[config.mk]
export PLATFORM = sky130hd
export DESIGN_NAME = b_rx_deser
export DESIGN_NICKNAME = d
export VERILOG_FILES = /design/src/rtl/b_pkg.sv /design/src/rtl/b_rx_obuf.sv /design/src/rtl/b_rx_deser.sv
export SDC_FILE = /design/constraint.sdc
export NUM_CORES = 1
export LEC_CHECK = 0
export CAP_MARGIN = 5
export CELL_PAD_IN_SITES_DETAIL_PLACEMENT = 1
export CELL_PAD_IN_SITES_GLOBAL_PLACEMENT = 2
export CORE_MARGIN = 3
export CORE_UTILIZATION = 34
export DETAILED_ROUTE_END_ITERATION = 12
export GPL_TIMING_DRIVEN = 0
export PLACE_DENSITY_LB_ADDON = 0.1
export SYNTH_ARGS = -nofsm -noshare
export SYNTH_HDL_FRONTEND = slang
export SYNTH_SLANG_ARGS = --single-unit
[constraint.sdc]
create_clock -name clk -period 5.4 [get_ports clk]
set_input_delay 0.81 -clock clk [delete_from_list [all_inputs] [get_ports clk]]
set_output_delay 0.81 -clock clk [all_outputs]
set_load 0.1 [all_outputs]
[src/rtl/b_pkg.sv]
// Shared types for the b-unit serial receive path.
package b_pkg;

   typedef enum logic [1:0] {
      IDLE  = 2'd0,
      DATA  = 2'd1,
      PAR   = 2'd2,
      DRAIN = 2'd3
   } b_state_e;

   // XOR of data bits and parity bit for a correct frame
   localparam logic PAR_EVEN = 1'b0;

endpackage

[src/rtl/b_rx_obuf.sv]
// One-entry valid/ready holding register for deserialised words.
// Load lands on out_valid next cycle; a load while full and not draining is dropped and flagged.
module b_rx_obuf #(
   parameter int DATA_W = 8
) (
   input  logic              clk,
   input  logic              rst_n,
   input  logic              load,
   input  logic [DATA_W-1:0] load_data,
   output logic [DATA_W-1:0] out_data,
   output logic              out_valid,
   input  logic              out_ready,
   output logic              loaded,
   output logic              ovf_evt
);

   logic drain;
   logic can_load;

   assign drain    = out_valid && out_ready;
   assign can_load = !out_valid || drain;
   assign loaded   = load && can_load;
   assign ovf_evt  = load && !can_load;

   always_ff @(posedge clk) begin
      if (!rst_n) begin
         out_data  <= '0;
         out_valid <= 1'b0;
      end else if (loaded) begin
         out_data  <= load_data;
         out_valid <= 1'b1;
      end else if (drain) begin
         out_valid <= 1'b0;
      end
   end

endmodule

[src/rtl/b_rx_deser.sv]
// Serial-to-word receiver: LSB-first frames of DATA_W data bits plus even parity.
// Word valid 1 clock after the parity bit; full output buffer drops new words and raises ovf.
module b_rx_deser
   import b_pkg::*;
#(
   parameter int DATA_W = 8,
   parameter int CNT_W  = 16
) (
   input  logic              clk,
   input  logic              rst_n,
   input  logic              in_ser,
   input  logic              in_frm,
   output logic [DATA_W-1:0] out_data,
   output logic              out_valid,
   input  logic              out_ready,
   output logic              par_err,
   output logic              frm_err,
   output logic              ovf,
   input  logic              err_clr,
   output logic [CNT_W-1:0]  frame_cnt
);

   localparam int BC_W = (DATA_W > 2) ? $clog2(DATA_W) : 1;
   localparam logic [BC_W-1:0] LAST_BIT = BC_W'(DATA_W - 1);

   b_state_e          state, state_nxt;
   logic [DATA_W-1:0] shreg;
   logic [BC_W-1:0]   bitcnt;
   logic              long_seen;

   logic start, shift, eval, frm_set, long_set;
   logic par_ok, load, loaded, ovf_evt;

   always_ff @(posedge clk) begin
      if (!rst_n) state <= IDLE;
      else        state <= state_nxt;
   end

   always_comb begin
      state_nxt = state;
      start     = 1'b0;
      shift     = 1'b0;
      eval      = 1'b0;
      frm_set   = 1'b0;
      long_set  = 1'b0;
      case (state)
         IDLE: begin
            if (in_frm) begin
               start     = 1'b1;
               state_nxt = DATA;
            end
         end
         DATA: begin
            if (in_frm) begin
               shift = 1'b1;
               if (bitcnt == LAST_BIT) state_nxt = PAR;
            end else begin
               frm_set   = 1'b1;
               state_nxt = IDLE;
            end
         end
         PAR: begin
            if (in_frm) begin
               eval      = 1'b1;
               state_nxt = DRAIN;
            end else begin
               frm_set   = 1'b1;
               state_nxt = IDLE;
            end
         end
         DRAIN: begin
            if (!in_frm) begin
               state_nxt = IDLE;
            end else if (!long_seen) begin
               // flag an overlong frame once, even if err_clr fires while it persists
               frm_set  = 1'b1;
               long_set = 1'b1;
            end
         end
         default: state_nxt = IDLE;
      endcase
   end

   assign par_ok = ((^shreg) ^ in_ser) == PAR_EVEN;
   assign load   = eval && par_ok;

   always_ff @(posedge clk) begin
      if (!rst_n) begin
         shreg     <= '0;
         bitcnt    <= '0;
         long_seen <= 1'b0;
         frame_cnt <= '0;
         par_err   <= 1'b0;
         frm_err   <= 1'b0;
         ovf       <= 1'b0;
      end else begin
         if (start) begin
            shreg  <= {{(DATA_W-1){1'b0}}, in_ser};
            bitcnt <= BC_W'(1);
         end else if (shift) begin
            shreg[bitcnt] <= in_ser;
            bitcnt        <= (bitcnt == LAST_BIT) ? '0 : bitcnt + BC_W'(1);
         end

         if (state != DRAIN) long_seen <= 1'b0;
         if (long_set)       long_seen <= 1'b1;

         if (loaded) frame_cnt <= frame_cnt + CNT_W'(1);

         // clear first so a same-cycle error still lands
         if (err_clr) begin
            par_err <= 1'b0;
            frm_err <= 1'b0;
            ovf     <= 1'b0;
         end
         if (eval && !par_ok) par_err <= 1'b1;
         if (frm_set)         frm_err <= 1'b1;
         if (ovf_evt)         ovf     <= 1'b1;
      end
   end

   b_rx_obuf #(.DATA_W(DATA_W)) u_obuf (
      .clk       (clk),
      .rst_n     (rst_n),
      .load      (load),
      .load_data (shreg),
      .out_data  (out_data),
      .out_valid (out_valid),
      .out_ready (out_ready),
      .loaded    (loaded),
      .ovf_evt   (ovf_evt)
   );

endmodule

==> results.json <==
{
  "coreArea_um2": 5610,
  "die-area_um2": 6860,
  "clk_latency_ns": 0.30,
  "cts-root-buf": "clkbuf_8",
  "overflow": 0,
  "start_util": 0.358,
  "grt_pass1_wl_mm": 8.87,
  "status": "complete, no violations",
  "avgViaCountPerCell": 5.21,
  "numPortBuffers": 32,
  "slew_headroom": 0.352,
  "ys_ff_latch": 42,
  "drt_wl_total_mm": 5.05,
  "synth_top_cell_area_share": 0.419,
  "hp-class": "flop to flop",
  "syn_nets": 248,
  "grt_usage": 0.156,
  "path_max_fanout": 8,
  "use_met1": 0.215,
  "ys_top_cells_by_area": "dfxtp_1 42%, a21oi_1 8.0%, nand2_1 6.4%, ha_1 5.0%, o31ai_1 3.7%",
  "nNetsFinal": 287,
  "drive_gt1_frac": 0.0584,
  "finalMaxSlewViolations": 0,
  "crit_required_ns": 4.59,
  "synth_cell_types": 34,
  "critPathKind": "flop to output pin",
  "cts_tree": "built",
  "place_congestion": 0.755,
  "diodes": 0,
  "vdd_ir_drop_max_mv": 0.132,
  "drc": 0,
  "cts_sinks": 42,
  "final_cells": 346,
  "arrival_ns": 1.95,
  "synth-edff-count": 0,
  "ys.warnings.count": 0,
  "top_usage_layer": "met2",
  "rsz0062_at_grt": "no",
  "power.switching_uw": 158,
  "max_freq_mhz": 363,
  "powerDensity_nw_per_um2": 270,
  "end_kind": "output pin",
  "holdCritStartpoint": "u_obuf.out_data[1]",
  "setup_tns_ns": 0,
  "syn_inst": 234,
  "antenna_left": 0,
  "yosysTopAreaCell": "dfxtp_1",
  "hold_viol_final": 0,
  "ios": 34,
  "area_delta_synth_final_pct": 27.6,
  "fin_ws_ns": 2.64,
  "htree_levels": 2,
  "core.rowCount": 27,
  "cts_buffers": 5,
  "r2r-start": "shreg[1]",
  "antenna_found_initial": 0,
  "internal_power_uw": 533,
  "syn_avg_cell_area_um2": 8.58,
  "worst_pin_slew_ns": 0.969,
  "die_w_um": 82.8,
  "grt_start_max_net_pins": 14,
  "drv_cap": 0,
  "critPathLaunchType": "flop",
  "vias": 1801,
  "synth_seq_area_share": 0.419,
  "place_ws_ns": 2.63,
  "cts_setup_buffers": 0,
  "combPwrFrac": 0.087,
  "critPathSlowestCell": "clkdlybuf4s50_1",
  "synthArstFlopShare": 0,
  "grt_pass1_vias": 1854,
  "post-route-period-util": 0.510,
  "clk_pin_slew_ns": 0.09,
  "cellLeakagePower_nw": 0.872,
  "synth_commonest_cells": "42 x dfxtp_1, 34 x nand2_1, 32 x a21oi_1",
  "synth_area_um2": 2010,
  "finalSetupViolCount": 0,
  "drtIter0Drc": 70,
  "placedCellCount": 338,
  "gr-usage-met2": 0.241,
  "clockBufferDepth": 2,
  "yosysMostFrequentCell": "dfxtp_1",
  "yosys_most_used_dff": "dfxtp_1",
  "path_delay_family": "buffers and inverters",
  "crit_start": "frame_cnt[6]",
  "cts_resized": 0,
  "power_frac_seq": 0.460,
  "min_period_ns": 2.76,
  "cts.hold.buffers_added": 0,
  "post-dp-hpwl_mm": 3.73,
  "dr.pass1.iters": 4,
  "die_h_um": 82.8,
  "grtUsageMet3": 0.0298,
  "clockPowerShare": 0.453,
  "timing.critical_path.buf_inv": 1,
  "crit_chain": "clkdlybuf4s50_1",
  "finClkSkew_ns": 0.00459,
  "p_sw_frac": 0.229,
  "wl_per_cell_um": 14.6,
  "cp_slowest_stage_delay_ns": 1.18
}
worst paths after layout:
| path | endpoint | cells past startpoint | slack [ns] |
|---|---|---|---|
| setup / recovery | frame_cnt[6] | 1 | 2.64 |
| hold / removal | u_obuf.out_data[1] | 2 | 0.46 |
| setup reg to reg | frame_cnt[14] | 6 | 3.23 |
| hold reg to reg | u_obuf.out_data[1] | 2 | 0.46 |
worst min-delay path: stages, from the launching register on:
cell,delay [ns]
dfxtp_1,0.32
nand2_1,0.05
a21oi_1,0.05
state kept, by name, indices dropped and copies added (netlist names):
| signal | count |
|---|---|
| ovf | 1 |
| par_err | 1 |
| shreg | 8 |
| state | 2 |
| long_seen | 1 |
| bitcnt | 3 |
| u_obuf.out_data | 8 |
| frame_cnt | 16 |
| u_obuf.out_valid | 1 |
| frm_err | 1 |
metrics by stage:
step	instance area (µm²)	hold WS, ns	utilization	power (mW)
2_1_floorplan	2010	0.445	-	0.368
3_3_place_gp	2420	0.446	0.431	0.386
3_5_place_dp	2420	0.449	0.431	0.387
4_1_cts	2560	0.461	0.456	0.699
5_1_grt	2560	0.493	0.456	0.719
6_report	2560	0.457	0.456	0.692
power by group through the flow:
stage	Combinational, mW	Clock, mW	Sequential [mW]
final	0.0605	0.313	0.318
after global routing	0.0680	0.332	0.319
after CTS	0.0615	0.320	0.318
after detailed placement	0.0614	0	0.325
after global placement	0.0607	0	0.325
after floorplan	0.0407	0	0.328
routing by layer:
| metal | routed length [µm] | vias up |
|---|---|---|
| met4 | 85 | 0 |
| met3 | 148 | 9 |
| met2 | 2280 | 33 |
| met5 | 0 | - |
| met1 | 2540 | 847 |
| li1 | - | 912 |
logic make-up after synthesis:
kind of cell	after synthesis	share of synthesized area
and+or+nand+nor	96	0.236
xor gates and xnor gates	7	0.0455
adders and majority gates	8	0.0499
muxes	9	0.0474
AOI/OAI and AO/OA	55	0.156
buffers and inverters	17	0.0455
DFF	42	0.419
placed cells by master, fill, tap and decap left out, types with 7 or more instances in the layout:
cell type	count
a21oi_1	32
clkdlybuf4s50_1	32
dfxtp_1	42
nand3_1	10
nor2_1	16
o31ai_1	10
ha_1	8
mux2i_1	7
nand2_1	34
o21ai_0	9
or4_1	10
inv_1	8
final cells by class:
| type | count | area (µm²) |
|---|---|---|
| clock buffer | 6 | 82.6 |
| sequential | 42 | 841 |
| buffer | 9 | 61.3 |
| timing repair buffer | 32 | 320 |
| inverter | 8 | 30.0 |
| clock inverter | 2 | 60.1 |
| tap | 72 | 90.1 |
| fill | 695 | 3050 |
| multi-input combinational | 175 | 1070 |
Note: power is estimated with default switching activity, not from simulation.
